==> src/rtl/seg_sched_pkg.sv <==
// Shared types and constants for the seven-segment display scheduler.
// Holds the FSM state type and the hex-to-segment lookup.
package seg_sched_pkg;

    typedef enum logic [1:0] {
        IDLE  = 2'd0,
        BLANK = 2'd1,
        SHOW  = 2'd2
    } state_t;

    localparam logic [7:0] SEG_BLANK = 8'h00;

    // Active-high segments, bit 0 = a ... bit 6 = g.
    function automatic logic [6:0] hex_to_seg(input logic [3:0] hex);
        logic [6:0] seg;
        seg = 7'h00;
        case (hex)
            4'h0: seg = 7'h3F;
            4'h1: seg = 7'h06;
            4'h2: seg = 7'h5B;
            4'h3: seg = 7'h4F;
            4'h4: seg = 7'h66;
            4'h5: seg = 7'h6D;
            4'h6: seg = 7'h7D;
            4'h7: seg = 7'h07;
            4'h8: seg = 7'h7F;
            4'h9: seg = 7'h6F;
            4'hA: seg = 7'h77;
            4'hB: seg = 7'h7C;
            4'hC: seg = 7'h39;
            4'hD: seg = 7'h5E;
            4'hE: seg = 7'h79;
            4'hF: seg = 7'h71;
            default: seg = 7'h00;
        endcase
        return seg;
    endfunction

endpackage

==> src/rtl/seg7_hex_decode.sv <==
// Combinational hex digit to seven-segment pattern decoder.
module seg7_hex_decode
    import seg_sched_pkg::*;
(
    input  logic [3:0] hex,
    output logic [6:0] seg
);

    assign seg = hex_to_seg(hex);

endmodule

==> src/rtl/seg_display_sched.sv <==
// Time-multiplexes one seven-segment display between NUM_SRC requesters using
// round-robin slots with a strict-priority urgent override.
module seg_display_sched
    import seg_sched_pkg::*;
#(
    parameter int NUM_SRC   = 4,
    parameter int HOLD_CYC  = 16,
    parameter int BLANK_CYC = 2
) (
    input  logic                   clk,
    input  logic                   rst_n,
    input  logic                   ena,
    input  logic [NUM_SRC-1:0]     req,
    input  logic [NUM_SRC-1:0]     urgent,
    input  logic [4*NUM_SRC-1:0]   data,
    output logic [NUM_SRC-1:0]     grant,
    output logic [7:0]             uo_out,
    output logic                   busy
);

    localparam int IDX_W   = $clog2(NUM_SRC);
    localparam int MAX_CNT = (HOLD_CYC > BLANK_CYC) ? HOLD_CYC : BLANK_CYC;
    localparam int CNT_W   = $clog2(MAX_CNT + 1);

    localparam logic [CNT_W-1:0] HOLD_LAST  = CNT_W'(HOLD_CYC - 1);
    localparam logic [CNT_W-1:0] BLANK_LAST = (BLANK_CYC > 0) ? CNT_W'(BLANK_CYC - 1) : '0;

    function automatic logic [IDX_W-1:0] lowest_set(input logic [NUM_SRC-1:0] vec);
        logic [IDX_W-1:0] idx;
        idx = '0;
        for (int i = NUM_SRC - 1; i >= 0; i--) begin
            if (vec[i]) idx = IDX_W'(i);
        end
        return idx;
    endfunction

    // First set bit strictly after 'last', wrapping around the source range.
    function automatic logic [IDX_W-1:0] rr_pick(input logic [NUM_SRC-1:0] vec,
                                                 input logic [IDX_W-1:0]   last);
        logic [IDX_W-1:0] pick;
        logic             found;
        int               idx;
        pick  = last;
        found = 1'b0;
        for (int k = 1; k <= NUM_SRC; k++) begin
            idx = int'(last) + k;
            if (idx >= NUM_SRC) idx = idx - NUM_SRC;
            if (!found && vec[idx]) begin
                pick  = IDX_W'(idx);
                found = 1'b1;
            end
        end
        return pick;
    endfunction

    state_t             state, next_state;
    logic [CNT_W-1:0]   hold_cnt, blank_cnt;
    logic [IDX_W-1:0]   cur_idx, rr_last;
    logic               cur_urgent;

    logic [NUM_SRC-1:0] urg_req;
    logic               any_req, any_urg;
    logic [IDX_W-1:0]   sel;
    logic               sel_urgent;
    logic [3:0]         sel_data;
    logic [6:0]         dec_seg;
    logic               slot_end;
    logic               take;

    logic [NUM_SRC-1:0] grant_d;
    logic [7:0]         seg_d;
    logic               busy_d;

    assign urg_req    = req & urgent;
    assign any_req    = |req;
    assign any_urg    = |urg_req;
    assign sel_urgent = any_urg;
    assign sel        = any_urg ? lowest_set(urg_req) : rr_pick(req, rr_last);
    assign sel_data   = data[4*sel +: 4];

    // An urgent slot is exempt from preemption, even by a lower-index urgent source.
    assign slot_end = (hold_cnt == HOLD_LAST) || !req[cur_idx] || (!cur_urgent && any_urg);

    seg7_hex_decode u_decode (
        .hex (sel_data),
        .seg (dec_seg)
    );

    // NOTE: sequential state uses non-blocking assignments so every flop samples
    // pre-edge values regardless of process ordering.
    always_ff @(posedge clk or negedge rst_n) begin
        if (!rst_n) state <= IDLE;
        else        state <= next_state;
    end

    // NOTE: every combinational output gets a default first so no path infers a latch.
    always_comb begin
        next_state = state;
        take       = 1'b0;
        if (!ena) begin
            next_state = IDLE;
        end else begin
            case (state)
                IDLE: begin
                    if (any_req) begin
                        if (BLANK_CYC == 0) begin
                            next_state = SHOW;
                            take       = 1'b1;
                        end else begin
                            next_state = BLANK;
                        end
                    end
                end
                BLANK: begin
                    if (blank_cnt == BLANK_LAST) begin
                        if (any_req) begin
                            next_state = SHOW;
                            take       = 1'b1;
                        end else begin
                            next_state = IDLE;
                        end
                    end
                end
                SHOW: begin
                    if (slot_end) begin
                        if (!any_req) begin
                            next_state = IDLE;
                        end else if (BLANK_CYC == 0) begin
                            next_state = SHOW;
                            take       = 1'b1;
                        end else begin
                            next_state = BLANK;
                        end
                    end
                end
                default: next_state = IDLE;
            endcase
        end
    end

    // Next values of the registered outputs; a slot keeps its latched digit until it ends.
    always_comb begin
        grant_d = '0;
        seg_d   = SEG_BLANK;
        busy_d  = (next_state != IDLE);
        if (take) begin
            grant_d = NUM_SRC'(1) << sel;
            seg_d   = {sel_urgent, dec_seg};
        end else if (next_state == SHOW) begin
            grant_d = grant;
            seg_d   = uo_out;
        end
    end

    always_ff @(posedge clk or negedge rst_n) begin
        if (!rst_n) begin
            hold_cnt   <= '0;
            blank_cnt  <= '0;
            cur_idx    <= '0;
            cur_urgent <= 1'b0;
            rr_last    <= IDX_W'(NUM_SRC - 1);
            grant      <= '0;
            uo_out     <= SEG_BLANK;
            busy       <= 1'b0;
        end else begin
            grant  <= grant_d;
            uo_out <= seg_d;
            busy   <= busy_d;

            if (take)                                         hold_cnt <= '0;
            else if (next_state == SHOW && hold_cnt != HOLD_LAST) hold_cnt <= hold_cnt + 1'b1;
            else if (next_state != SHOW)                      hold_cnt <= '0;

            if (state == BLANK && next_state == BLANK && blank_cnt != BLANK_LAST)
                blank_cnt <= blank_cnt + 1'b1;
            else if (next_state != BLANK || state != BLANK)
                blank_cnt <= '0;

            if (take) begin
                cur_idx    <= sel;
                cur_urgent <= sel_urgent;
                if (!sel_urgent) rr_last <= sel;
            end
        end
    end

endmodule

==> config.mk <==
export PLATFORM = sky130hd
export DESIGN_NAME = seg_display_sched
export DESIGN_NICKNAME = d
export VERILOG_FILES = /design/src/rtl/seg_sched_pkg.sv /design/src/rtl/seg7_hex_decode.sv /design/src/rtl/seg_display_sched.sv
export SDC_FILE = /design/constraint.sdc
export NUM_CORES = 1
export LEC_CHECK = 0
export CAP_MARGIN = 20
export CELL_PAD_IN_SITES_DETAIL_PLACEMENT = 0
export CELL_PAD_IN_SITES_GLOBAL_PLACEMENT = 1
export CORE_ASPECT_RATIO = 0.8
export CORE_UTILIZATION = 40
export CTS_BUF_LIST = sky130_fd_sc_hd__clkbuf_2 sky130_fd_sc_hd__clkbuf_4 sky130_fd_sc_hd__clkbuf_8
export DETAILED_ROUTE_END_ITERATION = 8
export PLACE_DENSITY_LB_ADDON = 0.1
export SYNTH_ARGS = -nofsm -noshare
export SYNTH_HDL_FRONTEND = slang
export SYNTH_HIERARCHICAL = 1
export SYNTH_SLANG_ARGS = --single-unit
==> constraint.sdc <==
create_clock -name clk -period 4.73 [get_ports clk]
set_input_delay 0.7095 -clock clk [delete_from_list [all_inputs] [get_ports clk]]
set_output_delay 0.7095 -clock clk [all_outputs]
set_load 0.05 [all_outputs]
==> results of run 1 <==
==> worst max-delay path by stage <==
stage                 from   endpoint  slack (ns)  cells past startpoint
floorplan           req[0]  uo_out[3]        1.20                     11
global placement    req[3]  uo_out[3]        0.68                     10
detailed placement  req[3]  uo_out[3]        0.56                     10
CTS                 req[3]  uo_out[3]        0.86                     10
global route        req[3]  uo_out[3]        0.63                     10
finish              req[3]  uo_out[3]        0.82                     10
==> layout by cell type (no fill, tap or decap), drive strengths merged, types with 2 or more instances in the layout <==
master / instances
mux4: 2
dfstp: 2
xor2: 5
ha: 11
nand3b: 3
clkdlybuf4s50: 39
nor4: 6
mux2i: 5
o21ai: 2
mux2: 5
nand3: 6
xnor2: 2
nand2: 15
nor2: 12
a21o: 5
nor3: 4
buf: 6
nand2b: 2
and3b: 2
dfrtp: 28
or2: 2
nor3b: 2
a22o: 10
a21oi: 5
nor2b: 2
a32o: 2
and3: 3
or4b: 3
a222oi: 4
a41oi: 4
a31o: 2
inv: 10
clkbuf: 6
a211oi: 2
==> area by class of cell <==
cell class                 instances  area (um2)
tap                               60        75.1
multi-input combinational        142        1100
sequential                        30         753
timing repair buffer              45         435
inverter                          10        37.5
clock buffer                       6        82.6
clock inverter                     2        12.5
fill                             441        2180
==> layer usage <==
metal  GRT usage (%)  vias to the layer above  part of all wire, %
met5               0                        -                    0
met4            4.69                        0                 0.46
met3            5.92                        4                  4.8
met2            29.0                       52                   45
met1            27.7                      786                   49
li1                -                      813                    -
==> power groups by stage <==
stage	clock, uW	combinational, uW	sequential, uW
after floorplan	0	300	324
after global placement	0	373	335
after detailed placement	0	384	336
after CTS	219	386	331
after global routing	238	425	337
final	211	387	332
==> through the flow <==
step           utilization [%]  instance area (um2)
2_1_floorplan                -                 1990
5_1_grt                   53.4                 2500
6_report                  53.4                 2500
3_3_place_gp              51.4                 2410
4_1_cts                   53.4                 2500
3_5_place_dp              51.4                 2410
==> sequential cells by signal (all words and copies together), names as in the netlist <==
signal and count:
blank_cnt 5, hold_cnt 5, cur_idx 2, uo_out 8
rr_last 2, busy 1, state 2, grant 4
cur_urgent 1
==> cells by family after synthesis <==
group                    after synthesis  synth area share (%)
AO/OA/AOI/OAI                         47                  19.4
XOR/XNOR                               7                  3.09
adder cells (fa/ha/maj)               11                  6.93
buffers and inverters                 23                  6.43
flip-flops                            30                  37.9
multiplexers                          12                  8.00
AND/OR/NAND/NOR                       65                  18.2
==> impl_results.md, run 1 <==
* Outcome: finished clean
* CP max stage cell: clkdlybuf4s50_1
* Synthesized cell area at 0.00199 mm2
* Final setup vio count at 0
* R2R depth at 9
* Die Span Y at approximately 65 um
* Clock Latency Late Sink at between 0.2 and 0.3 ns
* Die area at around 0.0053 mm2
* Synth top cells by count: dfrtp_1 (28), nand2_1 (15), nor2_1 (12), ha_1 (11)
* Core area at about 0.0047 mm2
* Rel. slew slack at a little over a third
* Setup TNS at 0 ns
* Sequential share of the synthesized area at a little under two fifths
* Post-CTS Hold Fix Bufs at 0
* Synth Area per Inst at just over 10 um2
* Power Total at between 900 and 1000 uW
* Post-synth top area cell: dfrtp_1
* Most numerous cell in the Yosys netlist: dfrtp_1
* Chip width at 80.8 um
* WP buf/inv at 2
* Starting density of the core at about 42%
* Setup ws final at 0.816 ns
* Final Skew at 0.00603 ns
* Worst-path clk slew at 0.06 ns
* Count of cell types in the netlist at 52
* Diodes inserted at 0
* Fin crit share at about 83%
* Number of flops mapped to enable cells by yosys at 0
* PortBufs at 39
* 1st-iter DRT viols at 125
* Num rows at 22
* F_max at 256 MHz
* Clock Root Buffer: clkbuf_8
* DR vias at about 1.7k
* Largest net degree at the start of global routing at 31
* Hold WC Path Type: reg2reg
* Share of the synthesized area in the top cell type at between 30% and 40%
* CP max stage delay at between 0.5 and 0.6 ns
* R2R Path End: uo_out[3]
* CTS Buf Count at 5
* Critical path, cell by cell: clkdlybuf4s50_1, or4b_1, a31o_1, a31oi_2, a222oi_1, a41oi_1, inv_1, ha_1, mux4_1, a22o_1
* Post-CTS Setup Inserts at 0
* Count of clock tree sinks at 30
* I/O pins at 40
* Nets at about 270
* Reg power frac at 35.7%
* Synth Register Bits at 30
* Leak at between 0.001 and 0.0015 uW
* Critical Path AT at roughly 4 ns
* Pre-Repair DR Iteration Count at 6
* CP required at just under 5 ns
* Pins Over Slew Limit at 0
* RR Startpoint: rr_last[1]
* Worst Max-Slew Pin Slew at roughly 0.95 ns
* WHS at between 0.5 and 0.6 ns
* VDD IR max at roughly 0.22 mV
* Most common flop cell mapped by yosys: dfrtp_1
* Global-route wire length before repair at roughly 7.8 mm
* P_sw at approximately 340 uW
* Mapped Cells at about 200
* Share of cells above drive strength 1 at between 10% and 20%
* WHS Path Cells at 1
* Inst Count DP at about 290
* Syn Nets at 233
* Worst reg2reg setup slack at about 1.3 ns
* Clock buffer depth at 2
* HP Start: uo_out[0]
* Vias per cell at ~5.6
* Grt ovf at 0
* Initial antenna violation count at 0
* Hpwl dp at about 3.5 mm
* Final std cells w/o fill at ~300
* CTS H-tree depth at 2
* Post-CTS Resized at 0
* Crit-path leading delay family: compound AO/OA/AOI/OAI gates
* Place WS at between 0.5 and 0.6 ns
* Unrepaired setup endpoints after global routing: false
* Clk network pwr share at a little under a quarter
* Routability Congestion at 0.853
* Routed WL per cell at between 15 and 20 um
* Critical path class: in2reg
* Pint at ~590 uW
* Critical Path Start Type: input port
* Crit. End Element: register
* Synth area leaders: dfrtp_1 (35%), ha_1 (6.9%), a22o_1 (4.4%)
* Drt total wl at 4.57 mm
* CP Max Fanout at 10
* Post-route ant nets at 0
* DR DRC count at 0
* CTS tree: yes
* Share of flip-flops with an asynchronous set or reset at 100%
* Maximum Capacitance Violations at 0
* Combinational power share at between 40% and 50%
* Pwr dens at ~370 mW/mm2
* Sw Ratio at 36.1%
* Gr usage total at approximately a fifth
* Vias in the first global route at between 1.5k and 2k
* Warnings, synthesis at 6
* Area Growth Syn to Fin at 26.0%
* Hold Path Sink: uo_out[0]
* Final hold vios at 0
* Minimum clock period at between 3 and 4 ns
Power figures use the tool's default switching activity.
==> run 2, diff against run 1 <==
Settings changed: CORE_UTILIZATION 40 to 37.
Clock period 4.73 ns to 3.2 ns, I/O delays scaled along.
==> run 2 against run 1 <==
Highest routed layer unchanged. Die area is 7.9% higher. First-iteration DRC count is 14% lower. Clock skew is 0.0030 ns lower. Worst hold slack worse by 0.027 ns. Critical endpoint unchanged. Largest power group unchanged. Critical path type is now reg2reg.
==> impl_results.md, run 2 (same netlist as run 1, synthesis figures left out) <==
* Post-layout util at 56.2%
* PortBufs at 39
* Routability Congestion at about 0.83
* Chip width at ~84 um
* Most frequent cells in the layout: buf_4 (41), clkdlybuf4s50_1 (33), dfrtp_1 (28)
* Initial antenna violation count at 0
* Final setup vio count at 0
* Hold WC Path Type: reg2reg
* Core area at 0.00509 mm2
* Setup TNS at 0 ns
* VDD IR max at around 0.26 mV
* Minimum clock period at ~3.1 ns
* Crit. End Element: register
* HP Start: grant[0]
* Fin crit share at a little over nine tenths
* Outcome: finished clean
* Hold Path Sink: grant[0]
* WHS Path Cells at 1
* RR Startpoint: rr_last[0]
* CTS H-tree depth at 2
* Vias per cell at ~5.5
* Maximum Capacitance Violations at 0
* CTS Buf Count at 5
* Biggest regs: uo_out x8, blank_cnt x5, hold_cnt x5
* Critical Path Start Type: register
* Leak at between 0.001 and 0.0015 uW
* Die area at 0.00567 mm2
* DR DRC count at 0
* Global-route wire length before repair at between 8 and 9 mm
* Worst reg2reg setup slack at around 0.064 ns
* Die Span Y at 67.5 um
* Inst Count DP at 319
* Final std cells w/o fill at approximately 330
* Fillers at between 400 and 500
* Worst-path clk slew at around 0.06 ns
* CP required at roughly 3.4 ns
* R2R depth at 12
* Area Growth Syn to Fin at 44.2%
* Clock Root Buffer: clkbuf_8
* DR vias at 1,831
* Place WS at -0.535 ns
* Max FFs per register at 8
* Drt total wl at between 5 and 6 mm
* Hpwl dp at between 3 and 4 mm
* Clock Latency Late Sink at ~0.27 ns
* Diodes inserted at 0
* Count of clock tree sinks at 30
* Unrepaired setup endpoints after global routing: true
* Nets at roughly 300
* Clock buffer depth at 2
* Pre-Repair DR Iteration Count at 4
* Setup ws final at about 0.064 ns
* Post-route ant nets at 0
* CTS tree: yes
* Starting density of the core at about two fifths
* WHS at around 0.48 ns
* Num rows at 23
* Rel. slew slack at between 50% and 60%
* 1st-iter DRT viols at around 110
* Share of cells above drive strength 1 at a little under a third
* Routed WL per cell at 16.1 um
* Pwr dens at around 560 mW/mm2
* F_max at around 320 MHz
* CP Max Fanout at 9
* Commonest non-fill, non-tap cell in the layout: buf_4
* Final hold vios at 0
* Critical path class: reg2reg
* Vias in the first global route at 1,747
* Final Skew at around 0.0030 ns
* Multi-input logic area at ~0.0012 mm2
* Grt ovf at 0
* Worst Max-Slew Pin Slew at between 0.5 and 0.6 ns
* Gr usage total at 18.5%
* R2R Path End: uo_out[3]
* Reg with most FFs: uo_out
* Largest net degree at the start of global routing at 31
* Pins Over Slew Limit at 0
* I/O pins at 40
* Register area at 753 um2
* Critical Path AT at between 3 and 4 ns
-- run 2: worst max-delay path: stages, from the launching register on --
cell      delay, ns
dfstp_2        0.63
nor3b_1        0.09
o211ai_1       0.40
and3_4         0.29
buf_4          0.12
buf_4          0.12
nand2_1        0.06
a41oi_2        0.25
buf_4          0.18
ha_2           0.18
inv_1          0.04
mux4_2         0.45
a22o_1         0.22
-- run 2: how the worst max path moves through the flow --
stage	from	end	slack, ns	cells after the start
after floorplan	req[0]	uo_out[3]	0.009	12
after global placement	req[2]	uo_out[3]	-0.39	10
after detailed placement	req[2]	uo_out[3]	-0.53	10
after CTS	urgent[2]	uo_out[3]	0.01	11
after global routing	rr_last[1]	uo_out[2]	-0.05	11
final	rr_last[0]	uo_out[3]	0.06	12
-- run 2: power by group --
group	total (uW)	internal, uW	switching, uW
clock network	313	182	131
logic	800	420	380
registers	481	433	47.6
total	1590	1030	559
-- run 2: layout make-up --
type | count | share of cell area (%)
clock buffer | 7 | 3.15
clock inverter | 1 | 0.175
inverter | 10 | 1.31
multi-input combinational | 142 | 41.7
sequential | 30 | 26.3
tap | 62 | 2.71
timing repair buffer | 81 | 24.6
-- run 2: what timing repair did --
item,4_1_cts,5_1_grt
endpoints found under the setup margin,7,7
resized for setup,9,17
pin swaps,8,10
hold buffers,0,0
setup buffers,4,2
-- run 2: per-stage QoR --
step	power, uW	cell area (um2)
final	1590	2860
after global routing	1690	2860
after detailed placement	1180	2650
after global placement	1150	2650
after floorplan	931	2000
after CTS	1550	2790
-- run 2: per-layer routing --
metal	share of wire (%)	up-vias	GRT usage, %
li1	-	878	-
met1	44	899	22.2
met2	51	42	31.9
met3	3.7	12	4.77
met4	1.8	0	8.41
met5	0	-	0
